### config.mk
export PLATFORM = sky130hd
export DESIGN_NAME = csa_accum_ctrl_flat
export DESIGN_NICKNAME = d
export VERILOG_FILES = /design/src/rtl/csa_accum_ctrl_if.sv /design/src/rtl/csa_accum_ctrl.sv /design/src/flat_wrapper.sv
export SDC_FILE = /design/constraint.sdc
export NUM_CORES = 1
export LEC_CHECK = 0
export CORE_UTILIZATION = 40
export DETAILED_ROUTE_END_ITERATION = 10
export GPL_ROUTABILITY_DRIVEN = 0
export SLEW_MARGIN = 5
export SYNTH_ARGS = -nofsm -noshare
export SYNTH_HDL_FRONTEND = slang
export SYNTH_SLANG_ARGS = --single-unit
export TNS_END_PERCENT = 10
### constraint.sdc
create_clock -name clk -period 4.33 [get_ports clk]
set_input_delay 0.866 -clock clk [delete_from_list [all_inputs] [get_ports clk]]
set_output_delay 0.866 -clock clk [all_outputs]
set_load 0.05 [all_outputs]
### src/rtl/csa_accum_ctrl_if.sv
// Operand/result handshake bundle for csa_accum_ctrl.
// master = producer/consumer side, slave = controller side.
interface csa_accum_ctrl_if #(
   parameter int W       = 8,
   parameter int MAX_OPS = 16
);
   localparam int OW = W + $clog2(MAX_OPS);
   localparam int CW = $clog2(MAX_OPS) + 1;

   logic          in_valid;
   logic [W-1:0]  in_data;
   logic          in_last;
   logic          in_ready;
   logic          out_valid;
   logic [OW-1:0] out_sum;
   logic [CW-1:0] out_count;
   logic          out_trunc;
   logic          out_ready;

   modport master (
      output in_valid, in_data, in_last, out_ready,
      input  in_ready, out_valid, out_sum, out_count, out_trunc
   );

   modport slave (
      input  in_valid, in_data, in_last, out_ready,
      output in_ready, out_valid, out_sum, out_count, out_trunc
   );
endinterface

### src/rtl/csa_accum_ctrl.sv
// Multi-operand accumulator: 3:2 carry-save compress per operand,
// iterative carry resolve, then result handshake.
module csa_accum_ctrl #(
   parameter int W       = 8,
   parameter int MAX_OPS = 16
) (
   input  logic              clk,
   input  logic              rst,
   csa_accum_ctrl_if.slave   bus,
   output logic              busy
);
   localparam int OW = W + $clog2(MAX_OPS);
   localparam int CW = $clog2(MAX_OPS) + 1;

   typedef enum logic [1:0] {
      IDLE,
      ACCUM,
      RESOLVE,
      DONE
   } state_t;

   state_t        state, state_nxt;
   logic [OW-1:0] s_reg, s_nxt;
   logic [OW-1:0] c_reg, c_nxt;
   logic [CW-1:0] count, count_nxt;
   logic          trunc, trunc_nxt;

   logic [OW-1:0] op;
   logic [CW-1:0] count_inc;
   logic          accept;

   assign op        = {{(OW-W){1'b0}}, bus.in_data};
   assign count_inc = count + 1'b1;

   // State and redundant accumulator registers.
   always_ff @(posedge clk or posedge rst) begin
      if (rst) begin
         state <= IDLE;
         s_reg <= '0;
         c_reg <= '0;
         count <= '0;
         trunc <= 1'b0;
      end else begin
         state <= state_nxt;
         s_reg <= s_nxt;
         c_reg <= c_nxt;
         count <= count_nxt;
         trunc <= trunc_nxt;
      end
   end

   // Next-state, datapath updates and handshake outputs.
   always_comb begin
      state_nxt     = state;
      s_nxt         = s_reg;
      c_nxt         = c_reg;
      count_nxt     = count;
      trunc_nxt     = trunc;
      bus.in_ready  = 1'b0;
      bus.out_valid = 1'b0;
      bus.out_sum   = '0;
      bus.out_count = '0;
      bus.out_trunc = 1'b0;
      busy          = (state != IDLE);
      accept        = 1'b0;

      unique case (state)
         IDLE, ACCUM: begin
            bus.in_ready = 1'b1;
            accept       = bus.in_valid;
            if (accept) begin
               s_nxt     = s_reg ^ c_reg ^ op;
               c_nxt     = ((s_reg & c_reg) | (s_reg & op) | (c_reg & op)) << 1;
               count_nxt = count_inc;
               if (bus.in_last) begin
                  state_nxt = RESOLVE;
               end else if (count_inc == CW'(MAX_OPS)) begin
                  state_nxt = RESOLVE;
                  trunc_nxt = 1'b1;
               end else begin
                  state_nxt = ACCUM;
               end
            end
         end
         RESOLVE: begin
            if (c_reg == '0) begin
               state_nxt = DONE;
            end else begin
               s_nxt = s_reg ^ c_reg;
               c_nxt = (s_reg & c_reg) << 1;
            end
         end
         DONE: begin
            bus.out_valid = 1'b1;
            bus.out_sum   = s_reg;
            bus.out_count = count;
            bus.out_trunc = trunc;
            if (bus.out_ready) begin
               state_nxt = IDLE;
               s_nxt     = '0;
               c_nxt     = '0;
               count_nxt = '0;
               trunc_nxt = 1'b0;
            end
         end
         default: state_nxt = IDLE;
      endcase
   end
endmodule

### src/flat_wrapper.sv
// flat-port wrapper written by rule: the top's interface ports become plain ports
module csa_accum_ctrl_flat 
#(
   parameter int W       = 8,
   parameter int MAX_OPS = 16
)
  (clk, rst, busy, bus_in_valid, bus_in_data, bus_in_last, bus_out_ready, bus_in_ready, bus_out_valid, bus_out_sum, bus_out_count, bus_out_trunc);
  csa_accum_ctrl_if #(.W(W), .MAX_OPS(MAX_OPS)) bus_i ();
  input  logic clk;
  input  logic rst;
  output logic busy;
  input wire logic [$bits(bus_i.in_valid)-1:0] bus_in_valid;
  input wire logic [$bits(bus_i.in_data)-1:0] bus_in_data;
  input wire logic [$bits(bus_i.in_last)-1:0] bus_in_last;
  input wire logic [$bits(bus_i.out_ready)-1:0] bus_out_ready;
  output wire logic [$bits(bus_i.in_ready)-1:0] bus_in_ready;
  output wire logic [$bits(bus_i.out_valid)-1:0] bus_out_valid;
  output wire logic [$bits(bus_i.out_sum)-1:0] bus_out_sum;
  output wire logic [$bits(bus_i.out_count)-1:0] bus_out_count;
  output wire logic [$bits(bus_i.out_trunc)-1:0] bus_out_trunc;
  assign bus_i.in_valid = bus_in_valid;
  assign bus_i.in_data = bus_in_data;
  assign bus_i.in_last = bus_in_last;
  assign bus_i.out_ready = bus_out_ready;
  assign bus_in_ready = bus_i.in_ready;
  assign bus_out_valid = bus_i.out_valid;
  assign bus_out_sum = bus_i.out_sum;
  assign bus_out_count = bus_i.out_count;
  assign bus_out_trunc = bus_i.out_trunc;
  csa_accum_ctrl #(.W(W), .MAX_OPS(MAX_OPS)) u_core (.clk(clk), .rst(rst), .bus(bus_i), .busy(busy));
endmodule
==> results of run 1 <==
[worst max-delay path: stages, from the launching register on]
cell	delay, ns
dfrtp_1	0.37
buf_4	0.22
inv_2	0.30
clkdlybuf4s50_1	0.87
[routing by layer]
| metal | routed length, um | share of wire, % | global-route usage, % | vias up |
|---|---|---|---|---|
| met1 | 2169 | 49 | 24.09 | 728 |
| met3 | 152 | 3.5 | 3.750 | 7 |
| met4 | 68 | 1.5 | 8.061 | 0 |
| met2 | 2002 | 46 | 28.35 | 33 |
| met5 | 0 | 0 | 0 | - |
| li1 | - | - | - | 713 |
[path summary, 6_finish.rpt]
kind | startpoint | to | slack [ns] | depth (start not counted)
setup reg to reg | u_core.state[1] | u_core.c_reg[6] | 2.22 | 5
setup / recovery | u_core.state[1] | bus_in_ready | 1.41 | 3
hold / removal | u_core.trunc | u_core.trunc | 0.52 | 2
max in group asynchronous | rst | u_core.s_reg[9] | 3.06 | 3
hold reg to reg | u_core.trunc | u_core.trunc | 0.52 | 2
min in group asynchronous | rst | u_core.s_reg[0] | 0.97 | 3
[kinds of logic (layout without fill, tap and decap cells)]
logic type                 Yosys count  in the layout  synth area share [%]
DFF                                 31             31                 39.17
xor gates and xnor gates             3              3                 1.327
AOI/OAI and AO/OA                   28             28                 11.12
adders and majority gates           19             19                 14.66
muxes                               21             21                 14.21
and+or+nand+nor                     60             60                 15.10
buffers and inverters               19             54                 4.421
[stage by stage]
step                      instance area, sq um  hold WS (ns)  std cells  util, %
after floorplan                           1981        0.4579        181        -
after global placement                    2367        0.4853        275    49.79
after detailed placement                  2367        0.4985        275    49.79
after CTS                                 2449        0.5129        283    51.50
after global routing                      2449        0.5502        283    51.50
final                                     2449        0.5243        283    51.50
[cell type report]
| type | count | area (sq um) |
|---|---|---|
| Multi-Input combinational cell | 131 | 1117 |
| Fill cell | 441 | 2306 |
| Inverter | 10 | 37.54 |
| Timing Repair Buffer | 36 | 352.8 |
| Sequential cell | 31 | 775.7 |
| Clock buffer | 7 | 76.32 |
| Clock inverter | 1 | 5.005 |
| Tap cell | 67 | 83.83 |
[report_power, final]
part / switching (W) / internal [W] / leakage (nW) / total, W
clock: 0.000106 / 0.000113 / 0.0422 / 0.000219
sequential: 0.000107 / 0.000384 / 0.413 / 0.000490
combinational: 0.000593 / 0.000469 / 0.736 / 0.00106
total: 0.000806 / 0.000965 / 1.19 / 0.00177
[layout by cell type, fill, tap and decap left out, types with 4 or more instances in the layout]
cell type        count
nand3_1              6
and3_1              15
clkbuf_8             5
mux2i_1              6
mux2_4              14
ha_1                12
nand2_1             19
dfrtp_1             31
clkdlybuf4s50_1     33
o21ai_0              5
a22o_1              11
inv_1                9
fa_1                 7
o2bb2ai_1            4
nor2_1              10
==> impl_metrics.tcl, run 1 <==
set metrics [dict create \
    cts.sinks 31 \
    synthCells 181 \
    cts_hold_buffers 0 \
    crit_fanout 28 \
    overflow 0 \
    setup.worst_path.class "reg -> out" \
    cts.repair.resized 0 \
    cts_tree "built" \
    core_area_sq_mm 0.004755 \
    synth_fp_nets 213 \
    ys.flop_type "dfrtp_1" \
    h-tree-depth 2 \
    crit_required_ns 3.46 \
    arrival_ns 2.05 \
    area_growth_pct 23.63 \
    syn_area_sq_mm 0.001981 \
    tightest_slew_ns 0.7578 \
    postCtsSetupBuffers 0 \
    drc_errors 0 \
    drt_iter0_markers 99 \
    status "completed" \
    fin_ws_ns 1.412 \
    finalCriticalPeriod_ns 2.918 \
    drv_cap 0 \
    drive_above_1_share_pct 13.43 \
    grt_pass1_vias 1431 \
    n_antenna_cell 0 \
    via_count 1481 \
    ys_seq_elements 31 \
    initial_core_util_pct 41.66 \
    synth_most_common_cell "dfrtp_1" \
    synth-edff-count 0 \
    layout.nets 247 \
    die_area_sq_mm 0.005237 \
    p_leak_nw 1.191 \
    finClkSkew_ns 0.008688 \
    synth_cell_type_count 37 \
    floorplan.die.width_um 72.37 \
    cts.clk_slew.worst_paths_ns 0.06 \
    synth_area_leader_cell "dfrtp_1" \
    setup-tns-final_ns 0 \
    synth_common_cells "dfrtp_1, nand2_1, and3_1, mux2_4, ha_1" \
    ir_worst_vdd_mv 0.3887 \
    hpwl_um 3006 \
    grt_util_all_layers_pct 18.05 \
    yosysTopAreaCellShare_pct 39.17 \
    start_kind "register" \
    antenna_found_initial 0 \
    setup_viol 0 \
    cts_buffers 5 \
    worst_slew_margin_rel_pct 49.48 \
    powerDensity_mw_per_mm2 723.4 \
    max_freq_mhz 342.7 \
    dp_slack_ns 1.617 \
    synth_warnings 0 \
    synth-async-reset-ratio_pct 100.0 \
    portBuffers 33 \
    hold_class "reg -> reg" \
    grt_max_degree 32 \
    io-pin-count 34 \
    clock_latency_ns 0.29 \
    rsz0062_at_grt "no" \
    period_share_pct 67.39 \
    root_buffer "clkbuf_8" \
    crit_path_end_kind "output pin" \
    post_drt_wl_per_cell_um 15.52 \
    clockBufferDepth 2 \
    hold_viol 0 \
    yosysSeqAreaShare_pct 39.17 \
    wl_um 4392 \
    synth.top_cells.by_area "dfrtp_1, mux2_4, ha_1, fa_1, a22o_1" \
    num_rows 25 \
    avgSynthCellArea_sq_um 10.94 \
    slew_viol_final 0 \
    largest_reg_flops 12 \
    ant_nets 0 \
    vias_per_cell 5.233 \
    finalPower_w 0.001771 \
    die_h_um 72.37 \
    first_pass_iters 4 \
    grt_pass1_wl_um 7044 \
]
No activity file was read; power rests on OpenSTA's default activity.
==> run 2, diff against run 1 <==
Clock period 4.33 ns to 2.99 ns, I/O delays scaled along.
==> run 2 against run 1 <==
Clock power is 65% higher. Core utilization is 0.29 points higher. First-iteration DRC count is 11% lower. Largest cell class unchanged.
==> impl_metrics.tcl, run 2 (same netlist as run 1, synthesis figures left out) <==
set metrics [dict create \
    status "completed" \
    setup_viol 0 \
    post_drt_wl_per_cell_um 14.99 \
    cts.repair.resized 0 \
    cts.clk_slew.worst_paths_ns 0.06 \
    crit_fanout 25 \
    setup.worst_path.class "reg -> out" \
    crit_path_end_kind "output pin" \
    die_h_um 72.37 \
    finalCriticalPeriod_ns 2.769 \
    core_area_sq_mm 0.004755 \
    ir_worst_vdd_mv 0.5260 \
    first_pass_iters 4 \
    drive_above_1_share_pct 16.59 \
    powerDensity_mw_per_mm2 1057 \
    h-tree-depth 2 \
    max_freq_mhz 361.1 \
    hold_viol 0 \
    grt_pass1_wl_um 7065 \
    via_count 1462 \
    grt_util_all_layers_pct 17.76 \
    finClkSkew_ns 0.002665 \
    portBuffers 33 \
    layout.nets 248 \
    ant_nets 0 \
    hold_class "reg -> reg" \
    cts_buffers 5 \
    num_rows 25 \
    cts.sinks 31 \
    clockBufferDepth 2 \
    start_kind "register" \
    setup-tns-final_ns 0 \
    cts_tree "built" \
    io-pin-count 34 \
    die_area_sq_mm 0.005237 \
    initial_core_util_pct 41.66 \
    largest_reg_flops 12 \
    hold_ws_ns 0.5138 \
    p_leak_nw 1.214 \
    crit_required_ns 2.39 \
    multi_input_area_sq_mm 0.001117 \
    final_common_cell "dfrtp_1" \
    hpwl_um 2928 \
    cts_hold_buffers 0 \
    period_share_pct 92.61 \
    n_antenna_cell 0 \
    grt_pass1_vias 1467 \
    area_growth_pct 24.32 \
    rsz0062_at_grt "no" \
    drc_errors 0 \
    floorplan.die.width_um 72.37 \
    tightest_slew_ns 0.7507 \
    reg2reg_slack_ns 0.56 \
    n_fill_cell 440 \
    arrival_ns 2.17 \
    drv_cap 0 \
    worst_slew_margin_rel_pct 49.95 \
    regArea_sq_um 775.7 \
    final_cell_mix "dfrtp_1, clkdlybuf4s50_1, nand2_1" \
    postCtsSetupBuffers 0 \
    vias_per_cell 5.148 \
    root_buffer "clkbuf_8" \
    grt_max_degree 32 \
    antenna_found_initial 0 \
    clock_latency_ns 0.28 \
    overflow 0 \
    drt_iter0_markers 88 \
    slew_viol_final 0 \
    wl_um 4257 \
]
-- run 2: worst max-delay path: stages, from the launching register on --
cell and delay [ns]:
dfrtp_1 0.82, and3_1 0.26, clkdlybuf4s50_1 0.80
-- run 2: final timing paths --
check | from | endpoint | cells after the start
worst min register to register | u_core.trunc | u_core.trunc | 2
worst max-delay path | u_core.state[0] | bus_out_sum[7] | 2
min in group asynchronous | rst | u_core.s_reg[9] | 3
worst max register to register | u_core.state[1] | u_core.c_reg[6] | 5
max in group asynchronous | rst | u_core.state[0] | 3
worst min-delay path | u_core.trunc | u_core.trunc | 2
-- run 2: per-stage QoR --
stage	setup slack (ns)	utilization, %	area (sq um)	std cells	total power (W)
2_1_floorplan	0.9443	-	1981	181	0.001905
3_3_place_gp	0.5547	49.68	2362	276	0.002213
3_5_place_dp	0.5158	49.68	2362	276	0.002259
4_1_cts	0.2074	51.79	2462	284	0.002633
5_1_grt	0.09508	51.79	2462	284	0.002795
6_report	0.2209	51.79	2462	284	0.002602
-- run 2: layout make-up --
class | count | area share (%)
inverter | 10 | 1.524
timing repair buffer | 37 | 14.13
clock buffer | 8 | 4.065
sequential | 31 | 31.50
tap | 67 | 3.404
multi-input combinational | 131 | 45.38
-- run 2: power by group --
group	switching, W	internal, W	total [W]
Clock	0.000152	0.000210	0.000361
Combinational	0.000770	0.000681	0.00145
Sequential	0.000234	0.000554	0.000789
Total	0.00116	0.00145	0.00260
-- run 2: routing by layer --
layer | part of all wire, % | GRT usage (%) | vias up
met5 | 0 | 0 | -
met4 | 0.92 | 6.972 | 0
met3 | 2.8 | 3.472 | 4
met2 | 47 | 26.58 | 26
met1 | 49 | 25.31 | 715
li1 | - | - | 717
==> run 3, diff against run 2 <==
Settings changed: CTS_CLUSTER_SIZE set to 12.
==> results of run 3 <==
The final DEF is identical to that of run 2; final timing and power are the same.
